==> src/rtl/mux12_pkg.sv <==
// Shared constants, state type and index helpers for the 12-channel mux scheduler.
package mux12_pkg;

   localparam int unsigned N_CH         = 12;
   localparam int unsigned SEL_W        = 4;
   localparam int unsigned MAX_HOLD_DEF = 8;
   localparam int unsigned CNT_W_DEF    = 3;

   typedef enum logic {
      IDLE  = 1'b0,
      GRANT = 1'b1
   } state_t;

   // Next channel index with wrap from the last channel back to 0.
   function automatic logic [SEL_W-1:0] next_idx(input logic [SEL_W-1:0] idx);
      return (idx == SEL_W'(N_CH - 1)) ? '0 : idx + SEL_W'(1);
   endfunction

endpackage

==> src/rtl/rr_pick.sv <==
// Combinational round-robin pick: first set request at or after ptr, wrapping.
module rr_pick
   import mux12_pkg::*;
(
   input  logic [N_CH-1:0]  i_req,
   input  logic [SEL_W-1:0] i_ptr,
   output logic [SEL_W-1:0] o_win_c,
   output logic             o_any_c
);

   logic [2*N_CH-1:0] w_dbl;
   logic [N_CH-1:0]   w_rot;
   logic [SEL_W-1:0]  w_off;
   logic              w_found;
   logic [SEL_W:0]    w_sum;

   // Rotate the doubled vector so the pointer lands at bit 0, then find the lowest set bit.
   always_comb begin
      w_dbl   = {i_req, i_req};
      w_rot   = N_CH'(w_dbl >> i_ptr);
      w_off   = '0;
      w_found = 1'b0;
      for (int unsigned k = 0; k < N_CH; k++) begin
         if (!w_found && w_rot[k]) begin
            w_found = 1'b1;
            w_off   = SEL_W'(k);
         end
      end
      w_sum = (SEL_W+1)'(i_ptr) + (SEL_W+1)'(w_off);
      if (w_sum >= (SEL_W+1)'(N_CH)) begin
         w_sum = w_sum - (SEL_W+1)'(N_CH);
      end
      o_win_c = SEL_W'(w_sum);
   end

   assign o_any_c = |i_req;

endmodule

==> src/rtl/mux12_rr_sched.sv <==
// Round-robin scheduler for a shared 12:1 mux with bounded grant tenure.
module mux12_rr_sched
   import mux12_pkg::*;
#(
   parameter int unsigned MAX_HOLD = MAX_HOLD_DEF
) (
   input  logic             clk,
   input  logic             rst_n,
   input  logic             i_en,
   input  logic [N_CH-1:0]  i_req,
   output logic [SEL_W-1:0] o_sel,
   output logic [N_CH-1:0]  o_grant,
   output logic             o_gnt_valid,
   output logic             o_gnt_start
);

   localparam int unsigned CNT_W = (MAX_HOLD > 1) ? $clog2(MAX_HOLD) : 1;

   state_t           r_state, w_state_nxt;
   logic [SEL_W-1:0] r_sel, w_sel_nxt;
   logic [N_CH-1:0]  r_grant, w_grant_nxt;
   logic             r_gnt_valid, w_gnt_valid_nxt;
   logic             r_gnt_start, w_gnt_start_nxt;
   logic [SEL_W-1:0] r_ptr, w_ptr_nxt;
   logic [CNT_W-1:0] r_cnt, w_cnt_nxt;

   logic [SEL_W-1:0] w_win;
   logic             w_any;
   logic             w_release;

   rr_pick u_pick (
      .i_req   (i_req),
      .i_ptr   (r_ptr),
      .o_win_c (w_win),
      .o_any_c (w_any)
   );

   assign w_release = !i_req[r_sel] || (r_cnt == CNT_W'(MAX_HOLD - 1));

   always_ff @(posedge clk or negedge rst_n) begin
      if (!rst_n) begin
         r_state     <= IDLE;
         r_sel       <= '0;
         r_grant     <= '0;
         r_gnt_valid <= 1'b0;
         r_gnt_start <= 1'b0;
         r_ptr       <= '0;
         r_cnt       <= '0;
      end else begin
         r_state     <= w_state_nxt;
         r_sel       <= w_sel_nxt;
         r_grant     <= w_grant_nxt;
         r_gnt_valid <= w_gnt_valid_nxt;
         r_gnt_start <= w_gnt_start_nxt;
         r_ptr       <= w_ptr_nxt;
         r_cnt       <= w_cnt_nxt;
      end
   end

   // A new grant loads directly from the pick, so back-to-back grants have no idle bubble.
   always_comb begin
      w_state_nxt     = r_state;
      w_sel_nxt       = r_sel;
      w_grant_nxt     = r_grant;
      w_gnt_valid_nxt = r_gnt_valid;
      w_gnt_start_nxt = 1'b0;
      w_ptr_nxt       = r_ptr;
      w_cnt_nxt       = r_cnt;

      unique case (r_state)
         IDLE: begin
            if (i_en && w_any) begin
               w_state_nxt     = GRANT;
               w_sel_nxt       = w_win;
               w_grant_nxt     = N_CH'(1) << w_win;
               w_gnt_valid_nxt = 1'b1;
               w_gnt_start_nxt = 1'b1;
               w_ptr_nxt       = next_idx(w_win);
               w_cnt_nxt       = '0;
            end
         end
         GRANT: begin
            if (!w_release) begin
               w_cnt_nxt = r_cnt + CNT_W'(1);
            end else if (i_en && w_any) begin
               w_sel_nxt       = w_win;
               w_grant_nxt     = N_CH'(1) << w_win;
               w_gnt_valid_nxt = 1'b1;
               w_gnt_start_nxt = 1'b1;
               w_ptr_nxt       = next_idx(w_win);
               w_cnt_nxt       = '0;
            end else begin
               w_state_nxt     = IDLE;
               w_grant_nxt     = '0;
               w_gnt_valid_nxt = 1'b0;
            end
         end
         default: w_state_nxt = IDLE;
      endcase
   end

   assign o_sel       = r_sel;
   assign o_grant     = r_grant;
   assign o_gnt_valid = r_gnt_valid;
   assign o_gnt_start = r_gnt_start;

endmodule

==> config.mk <==
export PLATFORM = sky130hd
export DESIGN_NAME = mux12_rr_sched
export DESIGN_NICKNAME = d
export VERILOG_FILES = /design/src/rtl/mux12_pkg.sv /design/src/rtl/rr_pick.sv /design/src/rtl/mux12_rr_sched.sv
export SDC_FILE = /design/constraint.sdc
export NUM_CORES = 1
export LEC_CHECK = 0
export CAP_MARGIN = 25
export CORE_ASPECT_RATIO = 1.2
export CORE_MARGIN = 5
export CORE_UTILIZATION = 40
export DETAILED_ROUTE_END_ITERATION = 7
export GPL_TIMING_DRIVEN = 0
export PLACE_DENSITY = 0.58
export REMOVE_ABC_BUFFERS = 1
export SLEW_MARGIN = 20
export SYNTH_ARGS = -nofsm -noshare
export SYNTH_HDL_FRONTEND = slang
export SYNTH_SLANG_ARGS = --single-unit
export TNS_END_PERCENT = 100
==> constraint.sdc <==
create_clock -name clk -period 6.7 [get_ports clk]
set_input_delay 1.005 -clock clk [delete_from_list [all_inputs] [get_ports clk]]
set_output_delay 1.005 -clock clk [all_outputs]
set_load 0.03 [all_outputs]
==> summary.md <==
| Metric | Value |
|---|---|
| # setup viols final | `0` |
| Combinational Power Share | `0.765` |
| GR Overflow Total | `0` |
| Worst slew pin tran | `0.868 ns` |
| Crit Path Class | `input port to flip-flop` |
| Post-synthesis async set-or-reset flop share | `1.00` |
| Most common cell after layout, fill and taps aside | `clkdlybuf4s50_1` |
| Most frequent cells in the layout | `31 x clkdlybuf4s50_1, 26 x dfrtp_1, 17 x nand2_1` |
| N_diodes | `0` |
| Clock skew | `0.00243 ns` |
| Post-synth EDFFs | `0` |
| Initial core utilization | `0.413` |
| Hold WS | `0.482 ns` |
| GRT Util Overall | `0.164` |
| Post-route DRC | `0` |
| Top FF cell, synth | `dfrtp_1` |
| Number of global-route vias before repair | `1990` |
| Tmin final | `5.97 ns` |
| # H-tree levels | `1` |
| CTS Buffer Depth | `2` |
| Post-CTS setup buffer count | `0` |
| Die Ht | `96.6 um` |
| Die X | `82.2 um` |
| DR pass1 iterations | `4` |
| Final #Nets | `292` |
| Worst r2r path cells | `20` |
| FP Rows | `31` |
| Post-CTS Resized | `0` |
| Clock tree from TritonCTS | `done` |
| Crit path capture type | `flip-flop` |
| Avg Synthesized Cell Area | `10.6 um^2` |
| Register bit total from synthesis | `26` |
| Met3 wire len | `203 um` |
| RSZ-0062 raised after global routing | `false` |
| Post-Syn Instances | `235` |
| Max-slew headroom | `0.417` |
| Share of the synthesized area in the top cell type | `0.260` |
| Initial antenna violation count | `0` |
| Arrival @ worst endpoint | `6.13 ns` |
| Clk pwr share | `0.051` |
| Top Metal Used | `met4` |
| Top post-synthesis cells by area | `dfrtp_1 26%, mux4_2 13%, ha_1 6.5%` |
| Met2 WL | `3020 um` |
| Status | `finished, final reports clean` |
| Slew Limit Fails | `0` |
| F_max | `167 MHz` |
| Sinks on Clock Net | `26` |
| Startpoint types | `input port` |
| Number of buffers created by CTS | `3` |
| CP max FO | `9` |
| DR WL/cell | `17.6 um` |
| Total of max-cap violations | `0` |
| PortBufs | `32` |
| WHS Path Cells | `1` |
| Dpl hpwl | `4600 um` |
| Clock transition time at the flip-flop clock pins of the worst setup and hold paths | `0.08 ns` |
| Switching fraction of total power | `0.500` |
| Die Area | `0.00793 mm^2` |
| Iteration-0 DRC Markers | `127` |
| CTS root buffer | `clkbuf_8` |
| Peak supply drop | `0.374 mV` |
| Final WL | `6030 um` |
| Area leader, netlist | `dfrtp_1` |
| Pwr Density | `570 mW/mm^2` |
| Layout area overhead | `15.9%` |
| Reg power frac | `0.184` |
| Static leakage | `1.21 nW` |
| Min-delay worst type | `flip-flop to flip-flop` |
| IO Count | `33` |
| Post-Route Utilization | `0.478` |
| Post-synthesis cell area | `0.00250 mm^2` |
| Pint | `0.825 mW` |
| Setup TNS | `0 ns` |
| First-pass GRT wire length | `10100 um` |
| Seq/Total Area, Yosys | `0.260` |
| Skew-Pair Late Insertion Delay | `0.26 ns` |
| Ys Warns | `0` |
| Via count | `2024` |
| Final hold vios | `0` |
| Distinct cells, synth | `52` |
| Net Switching | `0.826 mW` |
| Final ANT Viol Nets | `0` |
| Routability cong. | `0.817` |
| Vias/cell | `5.90` |
| Routed length on met1 | `2710 um` |
| Ratio of cells with drive above 1 in the final layout | `0.172` |
| Largest net degree at the start of global routing | `27` |
| Core ar. | `0.00605 mm^2` |
| Final period util | `0.892` |
| # hold bufs at CTS | `0` |
| WP data required | `6.86 ns` |
-- cells in the mapped netlist (6+ instances only) --
| cell | number |
|---|---|
| o21ai_0 | 8 |
| mux4_2 | 14 |
| a31oi_1 | 6 |
| a32o_1 | 6 |
| nor2b_1 | 7 |
| ha_1 | 13 |
| dfrtp_1 | 26 |
| nand2b_1 | 8 |
| a21oi_1 | 11 |
| inv_1 | 9 |
| a22o_1 | 6 |
| mux2_2 | 10 |
| nor2_1 | 9 |
| mux2i_1 | 12 |
| nand2_1 | 17 |
-- final timing paths --
path                             start  slack (ns)          end
max                           i_req[4]        0.73  o_grant[11]
min                        o_gnt_valid        0.48  o_gnt_valid
max reg2reg                   r_ptr[0]        1.02  o_grant[11]
min reg2reg                o_gnt_valid        0.48  o_gnt_valid
max in group asynchronous        rst_n        5.60     r_ptr[0]
min in group asynchronous        rst_n        0.73     r_cnt[1]
-- state kept, by name, summed over array words and instances (netlist names) --
| register | cells |
|---|---|
| o_grant | 12 |
| o_sel | 4 |
| o_gnt_valid | 1 |
| r_cnt | 3 |
| o_gnt_start | 1 |
| r_ptr | 4 |
| r_state | 1 |
-- critical path, cell delays in order --
cell and delay, ns:
clkdlybuf4s50_1 0.56, mux4_1 0.60, mux2_2 0.29, mux2i_1 0.21, a31oi_1 0.14, o32ai_2 0.22
a31o_1 0.15, ha_1 0.16, inv_1 0.06, fa_1 0.41, xor2_1 0.42, inv_1 0.12
ha_1 0.21, a21oi_1 0.22, and2_1 0.30, a21oi_1 0.12, a21oi_2 0.27, inv_1 0.19
ha_1 0.26, a22o_1 0.21
-- kinds of logic after synthesis --
kind of cell    synth area share
mux                        0.290
simple gates               0.138
fa+ha+maj                 0.0731
buf+inv                   0.0481
compound gates             0.180
flops                      0.260
xor+xnor                  0.0105
-- power by group through the flow --
stage / sequential [mW] / combinational, mW / clock [mW]
after floorplan: 0.356 / 0.886 / 0
after global routing: 0.318 / 1.41 / 0.0967
after global placement: 0.322 / 1.23 / 0
after detailed placement: 0.308 / 1.26 / 0
final: 0.303 / 1.26 / 0.0846
after CTS: 0.305 / 1.27 / 0.0881
-- stage by stage --
stage               power, mW  std cells  area [um^2]  setup WS [ns]
CTS                      1.66        342         2890          0.751
floorplan                1.24        224         2420           1.60
finish                   1.65        343         2900          0.726
detailed placement       1.57        339         2850          0.463
global placement         1.55        338         2840          0.497
global route             1.82        343         2900          0.429
-- layout make-up --
| cell class | count | area, um^2 |
|---|---|---|
| Fill cell | 592 | 3160 |
| Multi-Input combinational cell | 188 | 1730 |
| Inverter | 10 | 37.5 |
| Sequential cell | 26 | 651 |
| Tap cell | 82 | 103 |
| Timing Repair Buffer | 34 | 335 |
| Clock buffer | 3 | 41.3 |
-- layer usage --
metal	up-vias	global-route usage
met2	41	0.272
met5	-	0
li1	971	-
met1	1006	0.223
met4	0	0.0499
met3	6	0.0195
No activity file was read; power rests on OpenSTA's default activity.
